[src/rtl/hashmap_pin_pkg.sv]
// Shared types and sizing helpers for the pin-limited hashmap host driver.
package hashmap_pin_pkg;
    localparam int KEY_BITS_DEF = 64;
    localparam int VAL_BITS_DEF = 64;

    typedef enum logic [1:0] {
        OP_INSERT = 2'd0,
        OP_LOOKUP = 2'd1,
        OP_MODIFY = 2'd2,
        OP_DELETE = 2'd3
    } hm_op_t;

    function automatic int shift_len(input int key_bits, input int val_bits);
        return (key_bits > val_bits) ? key_bits : val_bits;
    endfunction
endpackage

[src/rtl/hashmap_pin_rx.sv]
// Deserialiser for the returned value stream: valid_p marks the MSB, value_p carries
// VAL_BITS bits MSB first; a fresh valid_p mid-word restarts capture and flags overrun.
module hashmap_pin_rx
    import hashmap_pin_pkg::*;
#(
    parameter int VAL_BITS = VAL_BITS_DEF
) (
    input  logic                clk,
    input  logic                rst,
    input  logic                valid_p,
    input  logic                value_p,
    output logic                rsp_valid,
    output logic [VAL_BITS-1:0] rsp_value,
    output logic                rsp_overrun
);
    typedef enum logic {RX_IDLE, RX_SHIFT} rx_state_t;

    localparam int CW = $clog2(VAL_BITS + 1);
    localparam int SW = VAL_BITS - 1;

    rx_state_t     r_state, w_nxt_state;
    logic [CW-1:0] r_cnt, w_nxt_cnt;
    // Holds the bits already received; the final bit is taken straight from the pin.
    logic [SW-1:0] r_sh, w_nxt_sh;
    logic          w_done;
    logic          w_overrun;

    always_comb begin
        w_nxt_state = r_state;
        w_nxt_cnt   = r_cnt;
        w_nxt_sh    = r_sh;
        w_done      = 1'b0;
        w_overrun   = 1'b0;
        case (r_state)
            RX_IDLE: begin
                if (valid_p) begin
                    w_nxt_state = RX_SHIFT;
                    w_nxt_cnt   = CW'(1);
                    w_nxt_sh    = SW'(value_p);
                end
            end
            RX_SHIFT: begin
                if (valid_p) begin
                    w_overrun = 1'b1;
                    w_nxt_cnt = CW'(1);
                    w_nxt_sh  = SW'(value_p);
                end else if (r_cnt == CW'(VAL_BITS - 1)) begin
                    w_done      = 1'b1;
                    w_nxt_state = RX_IDLE;
                    w_nxt_cnt   = '0;
                end else begin
                    w_nxt_cnt = r_cnt + CW'(1);
                    w_nxt_sh  = {r_sh[SW-2:0], value_p};
                end
            end
            default: w_nxt_state = RX_IDLE;
        endcase
    end

    always_ff @(posedge clk or posedge rst) begin
        if (rst) begin
            r_state     <= RX_IDLE;
            r_cnt       <= '0;
            r_sh        <= '0;
            rsp_valid   <= 1'b0;
            rsp_value   <= '0;
            rsp_overrun <= 1'b0;
        end else begin
            r_state     <= w_nxt_state;
            r_cnt       <= w_nxt_cnt;
            r_sh        <= w_nxt_sh;
            rsp_valid   <= w_done;
            rsp_overrun <= w_overrun;
            if (w_done) begin
                rsp_value <= {r_sh, value_p};
            end
        end
    end
endmodule

[src/rtl/hashmap_pin_driver.sv]
// Host-side driver for the pin-limited serial hashmap: serialises parallel commands
// onto the 1-bit pins and hands the returned value stream to the deserialiser.
//
//   state     | meaning
//   IDLE      | ready for a command
//   WAIT_BUSY | insert accepted, waiting for busy_p to drop
//   SHIFT     | shifting SHIFT_LEN bits, strobes on the last bit
//   GUARD     | post-insert hold-off while busy_p propagates back
module hashmap_pin_driver
    import hashmap_pin_pkg::*;
#(
    parameter int KEY_BITS   = KEY_BITS_DEF,
    parameter int VAL_BITS   = VAL_BITS_DEF,
    parameter int BUSY_GUARD = 4
) (
    input  logic                clk,
    input  logic                rst,
    input  logic                cmd_valid,
    output logic                cmd_ready,
    input  logic [1:0]          cmd_op,
    input  logic [KEY_BITS-1:0] cmd_key,
    input  logic [VAL_BITS-1:0] cmd_value,
    output logic                insert_p,
    output logic                ins_key_p,
    output logic                ins_value_p,
    output logic                lookup_p,
    output logic                key_p,
    output logic                modify_p,
    output logic                del_p,
    output logic                mod_value_p,
    input  logic                busy_p,
    input  logic                valid_p,
    input  logic                value_p,
    output logic                rsp_valid,
    output logic [VAL_BITS-1:0] rsp_value,
    output logic                rsp_overrun
);
    localparam int SL = shift_len(KEY_BITS, VAL_BITS);
    localparam int CW = $clog2(SL + BUSY_GUARD + 1);

    typedef enum logic [1:0] {IDLE, WAIT_BUSY, SHIFT, GUARD} tx_state_t;

    tx_state_t     r_state, w_nxt_state;
    hm_op_t        r_op, w_nxt_op;
    logic [CW-1:0] r_cnt, w_nxt_cnt;
    logic [SL-1:0] r_sh_key, w_nxt_sh_key;
    logic [SL-1:0] r_sh_val, w_nxt_sh_val;
    logic          w_shift_nxt;
    logic          w_last_nxt;
    logic          w_ins_nxt;

    always_comb begin
        w_nxt_state  = r_state;
        w_nxt_op     = r_op;
        w_nxt_cnt    = r_cnt;
        w_nxt_sh_key = r_sh_key;
        w_nxt_sh_val = r_sh_val;
        case (r_state)
            IDLE: begin
                if (cmd_valid && cmd_ready) begin
                    w_nxt_op     = hm_op_t'(cmd_op);
                    w_nxt_cnt    = '0;
                    w_nxt_sh_key = SL'(cmd_key);
                    w_nxt_sh_val = SL'(cmd_value);
                    w_nxt_state  = (hm_op_t'(cmd_op) == OP_INSERT) ? WAIT_BUSY : SHIFT;
                end
            end
            WAIT_BUSY: begin
                if (!busy_p) begin
                    w_nxt_state = SHIFT;
                end
            end
            SHIFT: begin
                w_nxt_sh_key = {r_sh_key[SL-2:0], 1'b0};
                w_nxt_sh_val = {r_sh_val[SL-2:0], 1'b0};
                if (r_cnt == CW'(SL - 1)) begin
                    w_nxt_cnt   = '0;
                    w_nxt_state = (r_op == OP_INSERT && BUSY_GUARD > 0) ? GUARD : IDLE;
                end else begin
                    w_nxt_cnt = r_cnt + CW'(1);
                end
            end
            GUARD: begin
                if (r_cnt == CW'(BUSY_GUARD - 1)) begin
                    w_nxt_cnt   = '0;
                    w_nxt_state = IDLE;
                end else begin
                    w_nxt_cnt = r_cnt + CW'(1);
                end
            end
            default: w_nxt_state = IDLE;
        endcase
    end

    // Pins are registered from next-state values so each cycle's pin levels match its state.
    assign w_shift_nxt = (w_nxt_state == SHIFT);
    assign w_last_nxt  = w_shift_nxt && (w_nxt_cnt == CW'(SL - 1));
    assign w_ins_nxt   = (w_nxt_op == OP_INSERT);

    always_ff @(posedge clk or posedge rst) begin
        if (rst) begin
            r_state     <= IDLE;
            r_op        <= OP_INSERT;
            r_cnt       <= '0;
            r_sh_key    <= '0;
            r_sh_val    <= '0;
            cmd_ready   <= 1'b0;
            insert_p    <= 1'b0;
            ins_key_p   <= 1'b0;
            ins_value_p <= 1'b0;
            lookup_p    <= 1'b0;
            key_p       <= 1'b0;
            modify_p    <= 1'b0;
            del_p       <= 1'b0;
            mod_value_p <= 1'b0;
        end else begin
            r_state     <= w_nxt_state;
            r_op        <= w_nxt_op;
            r_cnt       <= w_nxt_cnt;
            r_sh_key    <= w_nxt_sh_key;
            r_sh_val    <= w_nxt_sh_val;
            cmd_ready   <= (w_nxt_state == IDLE);
            ins_key_p   <= w_shift_nxt && w_ins_nxt && w_nxt_sh_key[SL-1];
            ins_value_p <= w_shift_nxt && w_ins_nxt && w_nxt_sh_val[SL-1];
            key_p       <= w_shift_nxt && !w_ins_nxt && w_nxt_sh_key[SL-1];
            mod_value_p <= w_shift_nxt && (w_nxt_op == OP_MODIFY) && w_nxt_sh_val[SL-1];
            insert_p    <= w_last_nxt && w_ins_nxt;
            lookup_p    <= w_last_nxt && !w_ins_nxt;
            modify_p    <= w_last_nxt && (w_nxt_op == OP_MODIFY);
            del_p       <= w_last_nxt && (w_nxt_op == OP_DELETE);
        end
    end

    hashmap_pin_rx #(
        .VAL_BITS(VAL_BITS)
    ) u_rx (
        .clk        (clk),
        .rst        (rst),
        .valid_p    (valid_p),
        .value_p    (value_p),
        .rsp_valid  (rsp_valid),
        .rsp_value  (rsp_value),
        .rsp_overrun(rsp_overrun)
    );
endmodule

[config.mk]
export PLATFORM = sky130hd
export DESIGN_NAME = hashmap_pin_driver
export DESIGN_NICKNAME = d
export VERILOG_FILES = /design/src/rtl/hashmap_pin_pkg.sv /design/src/rtl/hashmap_pin_rx.sv /design/src/rtl/hashmap_pin_driver.sv
export SDC_FILE = /design/constraint.sdc
export NUM_CORES = 1
export LEC_CHECK = 0
export CAP_MARGIN = 5
export CORE_MARGIN = 5
export CORE_UTILIZATION = 37
export DETAILED_ROUTE_END_ITERATION = 10
export SYNTH_ARGS = -nofsm -noshare
export SYNTH_HDL_FRONTEND = slang
export SYNTH_SLANG_ARGS = --single-unit
[constraint.sdc]
create_clock -name clk -period 13.6 [get_ports clk]
set_input_delay 3.4 -clock clk [delete_from_list [all_inputs] [get_ports clk]]
set_output_delay 3.4 -clock clk [all_outputs]
set_load 0.03 [all_outputs]
==> impl_metrics.sql <==
INSERT INTO impl_metrics (metric_group, metric, value, unit) VALUES
('synth', 'post_synth_xor_area_fraction', '0.2862', '%'),
('die', 'floorplan.die.height', '191.9', 'um'),
('synth', 'number_of_distinct_library_cells_after_synthesis', '52', ''),
('clock_tree', 'clk_pin_slew', '0.06', 'ns'),
('route', 'final_routed_drc_violation_total', '0', ''),
('setup_path', 'critical_path_arrival', '5.62', 'ns'),
('clock_tree', 'postCtsSetupBuffers', '0', ''),
('power', 'p_leak', '6.707', 'nW'),
('synth', 'area_share_of_and_or_nand_nor_cells_after_synthesis', '21.38', '%'),
('layout', 'postLayoutCoreUtil', '48.19', '%'),
('die', 'fp.dieW', '191.9', 'um'),
('route', 'detail-route-antenna-nets', '0', ''),
('synth', 'post_synth_most_frequent_cells', 'sky130_fd_sc_hd__nand2_1, sky130_fd_sc_hd__dfrtp_1, sky130_fd_sc_hd__a21oi_1', ''),
('setup_path', 'timing.rr.end', 'modify_p$_DFF_PP0_', ''),
('sta', 'final-hold-violation-count', '0', ''),
('synth', 'ff_latch_count_synth', '285', ''),
('layout', 'area_delta_synth_final', '28.44', '%'),
('power', 'netSwitchingFraction', '21.12', '%'),
('setup_path', 'maximum_fanout_count_along_the_critical_path', '63', ''),
('synth', 'async_reset_ff_share', '100.0', '%'),
('sta', 'final.setup.tns', '0', 'ns'),
('clock_tree', 'postCtsResizedCells', '0', ''),
('power', 'internal_power', '1.425', 'mW'),
('die', 'coreArea', '0.03262', 'mm^2'),
('sta', 'finalClockSkew', '0.01191', 'ns'),
('die', 'design.portCount', '211', ''),
('run_status', 'status', 'complete, no violations', ''),
('sta', 'slew_headroom', '22.58', '%'),
('synth', 'post_synth.cell_area_avg', '9.175', 'um^2'),
('placed_design', 'port-buffer-count', '210', ''),
('power', 'p_per_cell_area', '114.9', 'mW/mm^2'),
('global_routing', 'globalRouteTotalUtil', '16.53', '%'),
('sta', 'slew_viol_final', '0', ''),
('die', 'rows', '66', ''),
('setup_path', 'regToRegSetupSlack', '10.90', 'ns'),
('synth', 'proportion_of_synthesized_area_in_mux_cells', '0.4396', '%'),
('global_routing', 'maximum_number_of_pins_on_one_net_before_global_route_repair', '140', ''),
('route', 'route.vias.total', '9817', ''),
('power', 'irDropWorstVdd', '0.09556', 'mV'),
('setup_path', 'crit_required', '14.06', 'ns'),
('setup_path', 'timing.rr.start', 'r_state[1]$_DFF_PP0_', ''),
('global_routing', 'globalRoute.totalOverflow', '0', ''),
('sta', 'max_slew.worst_pin.slew', '1.161', 'ns'),
('placed_design', 'gp_congestion', '0.7682', ''),
('setup_path', 'startpoint_type', 'primary input', ''),
('clock_tree', 'tritoncts', 'built', ''),
('die', 'die-area', '0.03682', 'mm^2'),
('power', 'seq_power_share', '47.3', '%'),
('clock_tree', 'ctsLongestPathBuffers', '3', ''),
('synth', 'synth_fp_nets', '1472', ''),
('layout', 'drive_above_1_share', '6.283', '%'),
('synth', 'synthDominantCellAreaShare', '58.27', '%'),
('route', 'drt-pass1-iter-count', '6', ''),
('synth', 'synth.cell_area', '0.01224', 'mm^2'),
('min_path', 'hold_path_startpoint', 'u_rx.r_sh[62]$_DFFE_PP0P_', ''),
('route', 'vias_per_cell', '5.011', ''),
('setup_path', 'timing.critical_path.to_type', 'register', ''),
('clock_tree', 'clock_tree.htree_level_count', '1', ''),
('power', 'clock_power_share', '48.6', '%'),
('synth', 'largest_family_of_logic_cells_by_synthesized_area', 'simple AND/OR/NAND/NOR gates', ''),
('die', 'starting_density_of_the_core', '37.52', '%'),
('clock_tree', 'numCtsBuffers', '31', ''),
('sta', 'grt_setup_unrepaired', 'no', ''),
('synth', 'ys_warn_count', '0', ''),
('route', 'dr.first_iter.drc_count', '686', ''),
('setup_path', 'rr_worst_depth', '7', ''),
('synth', 'synthAdderAreaFrac', '0.2045', '%'),
('global_routing', 'first_pass_grt_wire_length', '50830', 'um'),
('placed_design', 'detailed_place_hpwl', '19310', 'um'),
('clock_tree', 'ctsRootBufferMaster', 'sky130_fd_sc_hd__clkbuf_16', ''),
('synth', 'synth.top_cells.by_area', 'sky130_fd_sc_hd__dfrtp_1, sky130_fd_sc_hd__nand2_1, sky130_fd_sc_hd__a21oi_1', '');
-- per-stage QoR --
step / cells / setup slack [ns] / area [um^2] / power, mW / hold slack, ns
3_5_place_dp: 1897 / 7.802 / 14620 / 0.9452 / 0.4582
5_1_grt: 1956 / 8.115 / 15710 / 1.873 / 0.4877
6_report: 1959 / 8.437 / 15720 / 1.807 / 0.4564
3_3_place_gp: 1897 / 7.790 / 14620 / 0.9455 / 0.4576
4_1_cts: 1954 / 8.400 / 15710 / 1.834 / 0.4631
2_1_floorplan: 1334 / 2.336 / 12240 / 0.8936 / 0.4386
-- kinds of logic after synthesis --
logic type / Yosys count
compound gates: 344
xor+xnor: 4
fa+ha+maj: 2
buf+inv: 109
flops: 285
mux: 5
simple gates: 585
-- registers in the layout, indices dropped and copies added, names as in the netlist, 2 cells and up --
| register | cells |
|---|---|
| r_sh_key | 64 |
| u_rx.r_sh | 63 |
| r_state | 2 |
| r_sh_val | 64 |
| u_rx.rsp_value | 64 |
| r_cnt | 7 |
| r_op | 2 |
| u_rx.r_cnt | 7 |
-- layout make-up --
class	count	area, um^2
multi-input combinational	940	4697
clock inverter	17	210.2
antenna	5	12.51
fill	3028	16900
clock buffer	40	879.6
sequential	285	7139
tap	442	553.0
timing repair buffer	223	2195
inverter	7	33.78
-- worst max-delay path by stage --
stage	from	to	slack, ns	depth (start not counted)
6_report	cmd_valid	r_sh_val[40]$_DFFE_PP0P_	8.44	7
5_1_grt	rst	r_sh_val[47]$_DFFE_PP0P_	8.11	3
4_1_cts	rst	r_sh_key[15]$_DFFE_PP0P_	8.40	3
3_5_place_dp	rst	r_sh_key[25]$_DFFE_PP0P_	7.80	3
3_3_place_gp	rst	r_sh_key[26]$_DFFE_PP0P_	7.79	3
2_1_floorplan	rst	cmd_ready$_DFF_PP0_	2.34	1
-- critical path, stage by stage --
cell and delay [ns]:
sky130_fd_sc_hd__clkdlybuf4s50_1 0.53, sky130_fd_sc_hd__nand2_2 0.19, sky130_fd_sc_hd__buf_4 0.37, sky130_fd_sc_hd__nor2_4 0.14
sky130_fd_sc_hd__buf_4 0.57, sky130_fd_sc_hd__a22oi_1 0.15, sky130_fd_sc_hd__o21ai_0 0.20
-- power groups by stage --
stage	Clock, mW	Combinational [mW]	Sequential [mW]
finish	0.878	0.0746	0.854
global route	0.938	0.0819	0.854
CTS	0.904	0.0765	0.854
detailed placement	0	0.0760	0.869
global placement	0	0.0762	0.869
floorplan	0	0.0217	0.872
-- layer usage --
metal / GRT usage, % / up-vias / share of wire (%)
li1: - / 4802 / -
met1: 24.28 / 4730 / 47
met2: 25.37 / 239 / 45
met3: 2.999 / 42 / 6.0
met4: 4.337 / 4 / 1.7
met5: 0 / - / 0.073
-- cell usage in the layout, fill, tap and decap left out, drive strengths merged, types with 4 or more instances in the layout --
| master | instances |
|---|---|
| nor2b | 4 |
| nor3 | 6 |
| a21oi | 131 |
| a22oi | 63 |
| nand2 | 456 |
| clkinv | 7 |
| bufinv | 4 |
| clkdlybuf4s50 | 209 |
| clkinvlp | 4 |
| buf | 14 |
| diode | 5 |
| nor2 | 17 |
| or3 | 6 |
| clkbuf | 40 |
| o21ai | 131 |
| nand3 | 10 |
| inv | 9 |
| nor3b | 66 |
| a22o | 5 |
| a31oi | 5 |
| dfrtp | 285 |
(Power assumes the default switching activity.)
